==> src/rtl/alu_pkg.sv <==
// ---------------------------------------------------------------------------
// alu_pkg
//
// Purpose : Definitions shared by the ALU issue controller and its register
//           file: opcode encodings, controller state enum, instruction word
//           field positions and a decode helper.
//
// Contents:
//   OP_*            4-bit opcode encodings (5..14 are illegal)
//   state_t         controller FSM states
//   INSTR_*_LSB     bit positions of the instruction fields
//   instr_t         decoded instruction word
//   decode_instr()  splits a 16-bit word into instr_t
//   op_is_alu()     opcode is executed by the external ALU
//   op_is_legal()   opcode is defined at all
// ---------------------------------------------------------------------------
package alu_pkg;

    localparam int DATA_W = 16;
    localparam int ADDR_W = 4;
    localparam int NUM_REGS = 16;

    localparam logic [3:0] OP_ADD = 4'd0;
    localparam logic [3:0] OP_SUB = 4'd1;
    localparam logic [3:0] OP_MUL = 4'd2;
    localparam logic [3:0] OP_DIV = 4'd3;
    localparam logic [3:0] OP_CMP = 4'd4;
    localparam logic [3:0] OP_LDI = 4'd15;

    // Instruction word layout: {op, rd, rs1, rs2}
    localparam int INSTR_OP_LSB  = 12;
    localparam int INSTR_RD_LSB  = 8;
    localparam int INSTR_RS1_LSB = 4;
    localparam int INSTR_RS2_LSB = 0;

    typedef enum logic [1:0] {
        ST_IDLE = 2'd0,
        ST_EXEC = 2'd1,
        ST_WB   = 2'd2
    } state_t;

    typedef struct packed {
        logic [3:0] op;
        logic [3:0] rd;
        logic [3:0] rs1;
        logic [3:0] rs2;
    } instr_t;

    function automatic instr_t decode_instr(input logic [15:0] word);
        instr_t d;
        d.op  = word[INSTR_OP_LSB  +: 4];
        d.rd  = word[INSTR_RD_LSB  +: 4];
        d.rs1 = word[INSTR_RS1_LSB +: 4];
        d.rs2 = word[INSTR_RS2_LSB +: 4];
        return d;
    endfunction

    function automatic logic op_is_alu(input logic [3:0] op);
        return (op <= OP_CMP);
    endfunction

    function automatic logic op_is_legal(input logic [3:0] op);
        return op_is_alu(op) || (op == OP_LDI);
    endfunction

endpackage

==> src/rtl/alu_regfile.sv <==
// ---------------------------------------------------------------------------
// alu_regfile
//
// Purpose : 16 x 16-bit register file for the ALU issue controller. All
//           registers (including R0) are writable. Reads are combinational,
//           the single write port updates on the rising clock edge.
//
// Ports   :
//   clk        in   clock
//   rst        in   asynchronous active-high reset, clears every register
//   rd_addr_a  in   read port A address
//   rd_data_a  out  read port A data
//   rd_addr_b  in   read port B address
//   rd_data_b  out  read port B data
//   dbg_addr   in   debug read address
//   dbg_data   out  debug read data
//   wr_en      in   write enable
//   wr_addr    in   write address
//   wr_data    in   write data
// ---------------------------------------------------------------------------
module alu_regfile
    import alu_pkg::*;
(
    input  logic              clk,
    input  logic              rst,
    input  logic [ADDR_W-1:0] rd_addr_a,
    output logic [DATA_W-1:0] rd_data_a,
    input  logic [ADDR_W-1:0] rd_addr_b,
    output logic [DATA_W-1:0] rd_data_b,
    input  logic [ADDR_W-1:0] dbg_addr,
    output logic [DATA_W-1:0] dbg_data,
    input  logic              wr_en,
    input  logic [ADDR_W-1:0] wr_addr,
    input  logic [DATA_W-1:0] wr_data
);

    logic [DATA_W-1:0] regs [NUM_REGS];

    always_ff @(posedge clk or posedge rst) begin
        if (rst) begin
            for (int i = 0; i < NUM_REGS; i++) begin
                regs[i] <= '0;
            end
        end else if (wr_en) begin
            regs[wr_addr] <= wr_data;
        end
    end

    assign rd_data_a = regs[rd_addr_a];
    assign rd_data_b = regs[rd_addr_b];
    assign dbg_data  = regs[dbg_addr];

endmodule

==> src/rtl/alu_issue_ctrl.sv <==
// ---------------------------------------------------------------------------
// alu_issue_ctrl
//
// Purpose : Strictly serial issue controller for an external combinational
//           ALU. Accepts one instruction at a time, reads its operands from
//           the local register file, gives the ALU ALU_LAT cycles, and writes
//           the result back before the next instruction can be accepted.
//
// Parameters:
//   ALU_LAT      EXEC cycles granted to the ALU before sampling (1..15)
//
// Build option:
//   ALU_DIV_ZERO_CHK_EN  when defined, DIV with a zero divisor is faulted:
//                        EXEC is skipped, no write-back, err pulses with done.
//
// Ports   :
//   clk          in   clock
//   rst          in   asynchronous active-high reset
//   instr_valid  in   instruction offered
//   instr_ready  out  controller can accept (IDLE and not in reset)
//   instr        in   {op, rd, rs1, rs2}
//   op_code      out  opcode to ALU (held from accept to next accept)
//   rs1_in       out  first ALU operand (held)
//   rs2_in       out  second ALU operand (held)
//   cin, bin     out  ALU carry/borrow-in, tied low
//   alu_result   in   ALU result
//   done         out  one-cycle retirement pulse
//   err          out  fault pulse, coincident with done
//   dbg_addr     in   debug register read address
//   dbg_data     out  debug register read data (combinational)
//
// state | meaning
// ------+---------------------------------------------------------------
// IDLE  | waiting for instr_valid; operands read and latched on accept
// EXEC  | ALU evaluating; down-counter runs, result sampled at count zero
// WB    | write captured value to R[rd] unless faulted; done (and err)
// ---------------------------------------------------------------------------
module alu_issue_ctrl
    import alu_pkg::*;
#(
    parameter int ALU_LAT = 1
) (
    input  logic        clk,
    input  logic        rst,
    input  logic        instr_valid,
    output logic        instr_ready,
    input  logic [15:0] instr,
    output logic [3:0]  op_code,
    output logic [15:0] rs1_in,
    output logic [15:0] rs2_in,
    output logic        cin,
    output logic        bin,
    input  logic [15:0] alu_result,
    output logic        done,
    output logic        err,
    input  logic [3:0]  dbg_addr,
    output logic [15:0] dbg_data
);

    // Counter is loaded with ALU_LAT-1 so that reaching zero marks the last
    // EXEC cycle.
    localparam logic [3:0] LAT_LOAD = 4'(ALU_LAT - 1);

    state_t      state_q;
    state_t      state_nxt;
    instr_t      dec;
    logic        accept;
    logic        div_zero;
    logic        rf_wr_en;
    logic [15:0] rf_rd_a;
    logic [15:0] rf_rd_b;
    logic [3:0]  rd_q;
    logic [15:0] result_q;
    logic        fault_q;
    logic [3:0]  lat_cnt_q;

    assign dec    = decode_instr(instr);
    assign accept = instr_valid && instr_ready;
    assign cin    = 1'b0;
    assign bin    = 1'b0;

`ifdef ALU_DIV_ZERO_CHK_EN
    // Divisor read now is exactly what rs2_in will latch on this accept.
    assign div_zero = (dec.op == OP_DIV) && (rf_rd_b == 16'h0000);
`else
    assign div_zero = 1'b0;
`endif

    alu_regfile u_regfile (
        .clk       (clk),
        .rst       (rst),
        .rd_addr_a (dec.rs1),
        .rd_data_a (rf_rd_a),
        .rd_addr_b (dec.rs2),
        .rd_data_b (rf_rd_b),
        .dbg_addr  (dbg_addr),
        .dbg_data  (dbg_data),
        .wr_en     (rf_wr_en),
        .wr_addr   (rd_q),
        .wr_data   (result_q)
    );

    // State register
    always_ff @(posedge clk or posedge rst) begin
        if (rst) begin
            state_q <= ST_IDLE;
        end else begin
            state_q <= state_nxt;
        end
    end

    // Next-state logic
    always_comb begin
        state_nxt = state_q;
        case (state_q)
            ST_IDLE: begin
                if (accept) begin
                    if (op_is_alu(dec.op) && !div_zero) begin
                        state_nxt = ST_EXEC;
                    end else begin
                        state_nxt = ST_WB;
                    end
                end
            end
            ST_EXEC: begin
                if (lat_cnt_q == 4'd0) begin
                    state_nxt = ST_WB;
                end
            end
            ST_WB: begin
                state_nxt = ST_IDLE;
            end
            default: begin
                state_nxt = ST_IDLE;
            end
        endcase
    end

    // Output logic
    always_comb begin
        instr_ready = 1'b0;
        done        = 1'b0;
        err         = 1'b0;
        rf_wr_en    = 1'b0;
        case (state_q)
            ST_IDLE: begin
                // Reset is asynchronous, so state already reads IDLE while rst
                // is high; gate ready explicitly so nothing is offered then.
                instr_ready = !rst;
            end
            ST_WB: begin
                done     = 1'b1;
                err      = fault_q;
                rf_wr_en = !fault_q;
            end
            default: begin
            end
        endcase
    end

    // Operand latch, latency counter and result capture
    always_ff @(posedge clk or posedge rst) begin
        if (rst) begin
            op_code   <= '0;
            rs1_in    <= '0;
            rs2_in    <= '0;
            rd_q      <= '0;
            result_q  <= '0;
            fault_q   <= 1'b0;
            lat_cnt_q <= '0;
        end else begin
            if (accept) begin
                op_code   <= dec.op;
                rs1_in    <= rf_rd_a;
                rs2_in    <= rf_rd_b;
                rd_q      <= dec.rd;
                fault_q   <= !op_is_legal(dec.op) || div_zero;
                lat_cnt_q <= LAT_LOAD;
                // Immediate for LDI; overwritten by the ALU sample for ALU ops
                // and never written back for faulted ones.
                result_q  <= {8'h00, dec.rs1, dec.rs2};
            end else if (state_q == ST_EXEC) begin
                if (lat_cnt_q == 4'd0) begin
                    result_q <= alu_result;
                end else begin
                    lat_cnt_q <= lat_cnt_q - 4'd1;
                end
            end
        end
    end

endmodule

==> config.mk <==
export PLATFORM = sky130hd
export DESIGN_NAME = alu_issue_ctrl
export DESIGN_NICKNAME = d
export VERILOG_FILES = /design/src/rtl/alu_pkg.sv /design/src/rtl/alu_regfile.sv /design/src/rtl/alu_issue_ctrl.sv
export SDC_FILE = /design/constraint.sdc
export NUM_CORES = 1
export LEC_CHECK = 0
export BUFFER_PORTS_ARGS = -buffer_cell sky130_fd_sc_hd__buf_2
export CORE_ASPECT_RATIO = 0.75
export CORE_UTILIZATION = 55
export CTS_CLUSTER_DIAMETER = 150
export DETAILED_ROUTE_END_ITERATION = 16
export HOLD_SLACK_MARGIN = 0.06
export PLACE_DENSITY = 0.78
export SLEW_MARGIN = 20
export SYNTH_ARGS = -nofsm -noshare
export SYNTH_HDL_FRONTEND = slang
export SYNTH_SLANG_ARGS = --single-unit
export TNS_END_PERCENT = 5
==> constraint.sdc <==
create_clock -name clk -period 10.54 [get_ports clk]
set_clock_uncertainty 0.15 [all_clocks]
set_input_delay 1.054 -clock clk [delete_from_list [all_inputs] [get_ports clk]]
set_output_delay 1.054 -clock clk [all_outputs]
set_load 0.005 [all_outputs]
==> run metrics <==
status finished, final reports clean; die span in y 158 um; CP Launch Type primary input; TritonRoute pass-1 iters 5; met2 Use GR 0.477; post-CTS setup buffer count 0; clock slew seen by the registers of the worst setup and hold paths 60 ps; setup tns final 0 ps; Period minus WS final 4730 ps; global routing's busiest layer met2; Hold Vio Cnt, Final 0; Clock Tree Root clkbuf_16; max incr delay on CP 730 ps; drt initial violations 1,181; pre-CTS WS 5790 ps; Cells after Synth 1,159; Clock Latency Late Sink 530 ps; GR met3 Demand/Resource 0.0901; Remaining Overflow, GRT 0; post-synthesis cell area 17,900 um2; crit path cell chain buf_4 > buf_4 > mux4_2 > mux4_2 > buf_2; CTS tree built; wire per inst 29.7 um; site row count 56; Hold-fix buffers, CTS 0; crit end category output port; Non-Filler Instances 1,668; io pins 96; pwr dens 225 nW/um2; antenna violations before repair 0; Crit path max-delay family buffers and inverters; ant diodes 0; die footprint 33,300 um2; RSZ-0062 raised after global routing false; Sink Count 319; synth unique cells 47; total number of vias 11,719; dpl cells 1,608; largest net degree at the start of global routing 153; share of layout cells above drive strength 1 0.564; DP HPWL 28,900 um; max_cap viols 0; Core Util, Final 0.625; PortBufs 93; WP data arrival 3520 ps; Final Setup Violations 0; vias in the first global route 11,962; Max Freq 0.212 GHz; Total Routed Length 49,600 um; Area Growth Syn to Fin 10.5%; commonest non-fill, non-tap cell in the layout dfrtp_1; crit path buf inv count 3; FF+latch count, synth 319; CTS Buf Count 34; vias per cell 7.03; Worst Path Max Fanout 40; Slew Viols, Final 0; CTS Buffer Depth 3; Leak 0.00904 uW; Critical-path top delay cell buf_4; yosys warns 0; fillcell total 2,352; antenna-violating nets left 0; part of the Yosys area used for sequential elements 0.446; Starting Density 0.565; DRC viols 0; Req. time, crit path 9340 ps; worst slew pin tran 1090 ps; placer's final routability congestion estimate 0.860; HP Class flip-flop to flip-flop; cts repair resizes 0; Worst Slack Setup Final 5810 ps; Total GRT Usage 0.311; Tcrit/Tclk final 0.448; DP Area 18,600 um2; most frequent cells in the layout dfrtp_1 (319), mux2_2 (288), mux4_2 (208); Die W 210 um; core outline area 31,700 um2; # nets final 1,250; global routing met1 resource utilization 0.423; VDD IR max 0.104 mV; kind of critical path primary input to output port; post-layout instance area 19,800 um2; relative slew slack 0.276; first-pass GRT wire length 75,300 um; CTS HTree Levels 2; syn avg cell area 15.4 um2
==> stage by stage <==
| stage | hold slack (ps) | power [uW] |
|---|---|---|
| CTS | 330 | 4450 |
| detailed placement | 315 | 3190 |
| global route | 371 | 4650 |
| floorplan | 320 | 2800 |
| finish | 329 | 4450 |
| global placement | 304 | 3130 |
==> path summary, 6_finish.rpt <==
path                             startpoint  slack (ps)  cells after the start           end
worst max-delay path            dbg_addr[0]        5810                      5  dbg_data[12]
worst min-delay path             op_code[2]         330                      2    op_code[2]
worst max register to register   state_q[0]        7580                      4    rs1_in[11]
worst min register to register   op_code[2]         330                      2    op_code[2]
max in group asynchronous               rst        7910                      4    rs2_in[13]
min in group asynchronous               rst         540                      2  lat_cnt_q[1]
==> cell type report <==
| type | instances | area [um2] | area share |
|---|---|---|---|
| clock buffers | 47 | 981 | 0.0496 |
| clock inverters | 13 | 176 | 0.00892 |
| inverters | 3 | 23.8 | 0.00120 |
| multi-input cells | 732 | 9410 | 0.475 |
| flip-flops and latches | 319 | 7980 | 0.404 |
| well taps | 435 | 544 | 0.0275 |
| repair buffers | 119 | 668 | 0.0338 |
==> kinds of logic after synthesis <==
family,share of synthesized area
other,0.000209
multiplexers,0.443
flip-flops,0.446
AND/OR/NAND/NOR,0.0432
XOR/XNOR,0.00147
buffers and inverters,0.0302
AO/OA/AOI/OAI,0.0343
adder cells (fa/ha/maj),0.00140
==> report_power, final <==
part	total [uW]	internal, uW	switching, uW
Combinational	1130	723	407
Sequential	2070	1580	493
Clock	1250	751	502
Total	4450	3050	1400
==> cells in the mapped netlist (all sizes together) <==
cell type | count | area, um2
ha | 2 | 25.0
a211oi | 1 | 7.51
a22oi | 59 | 443
mux2 | 288 | 3240
and4b | 1 | 10.0
o21ai | 11 | 55.1
nand4b | 1 | 8.76
nor2 | 13 | 63.8
nor4b | 2 | 30.0
nand2b | 5 | 31.3
mux4 | 208 | 4680
buf | 70 | 394
nand2 | 85 | 327
nor3b | 4 | 51.3
a41oi | 1 | 8.76
mux2i | 1 | 10.0
o31ai | 1 | 7.51
a22o | 1 | 8.76
nor2b | 5 | 31.3
a221o | 6 | 60.1
conb | 1 | 3.75
a31oi | 1 | 6.26
xnor2 | 1 | 8.76
and2 | 6 | 37.5
or4b | 1 | 10.0
or3b | 1 | 8.76
inv | 3 | 11.3
nand3 | 9 | 55.1
clkbuf | 36 | 135
dfrtp | 319 | 7980
and2b | 1 | 7.51
and3 | 1 | 6.26
a32oi | 2 | 17.5
nor3 | 9 | 82.6
and4bb | 1 | 12.5
xor2 | 2 | 17.5
==> registers in the layout (all words and copies together), names as in the netlist <==
signal,count
fault_q,1
lat_cnt_q,4
op_code,4
rd_q,4
result_q,16
rs1_in,16
rs2_in,16
state_q,2
u_regfile.regs,256
==> tightest hold or removal path, cell delays in order (launching register included) <==
cell	delay [ps]
dfrtp_1	340
nand2_1	60
nand2_1	60
==> per-layer routing <==
| layer | wire [um] | part of all wire |
|---|---|---|
| met5 | 0 | 0 |
| met4 | 1840 | 0.037 |
| met3 | 5160 | 0.10 |
| met2 | 22900 | 0.46 |
| met1 | 19600 | 0.40 |
Power figures use the tool's default switching activity.
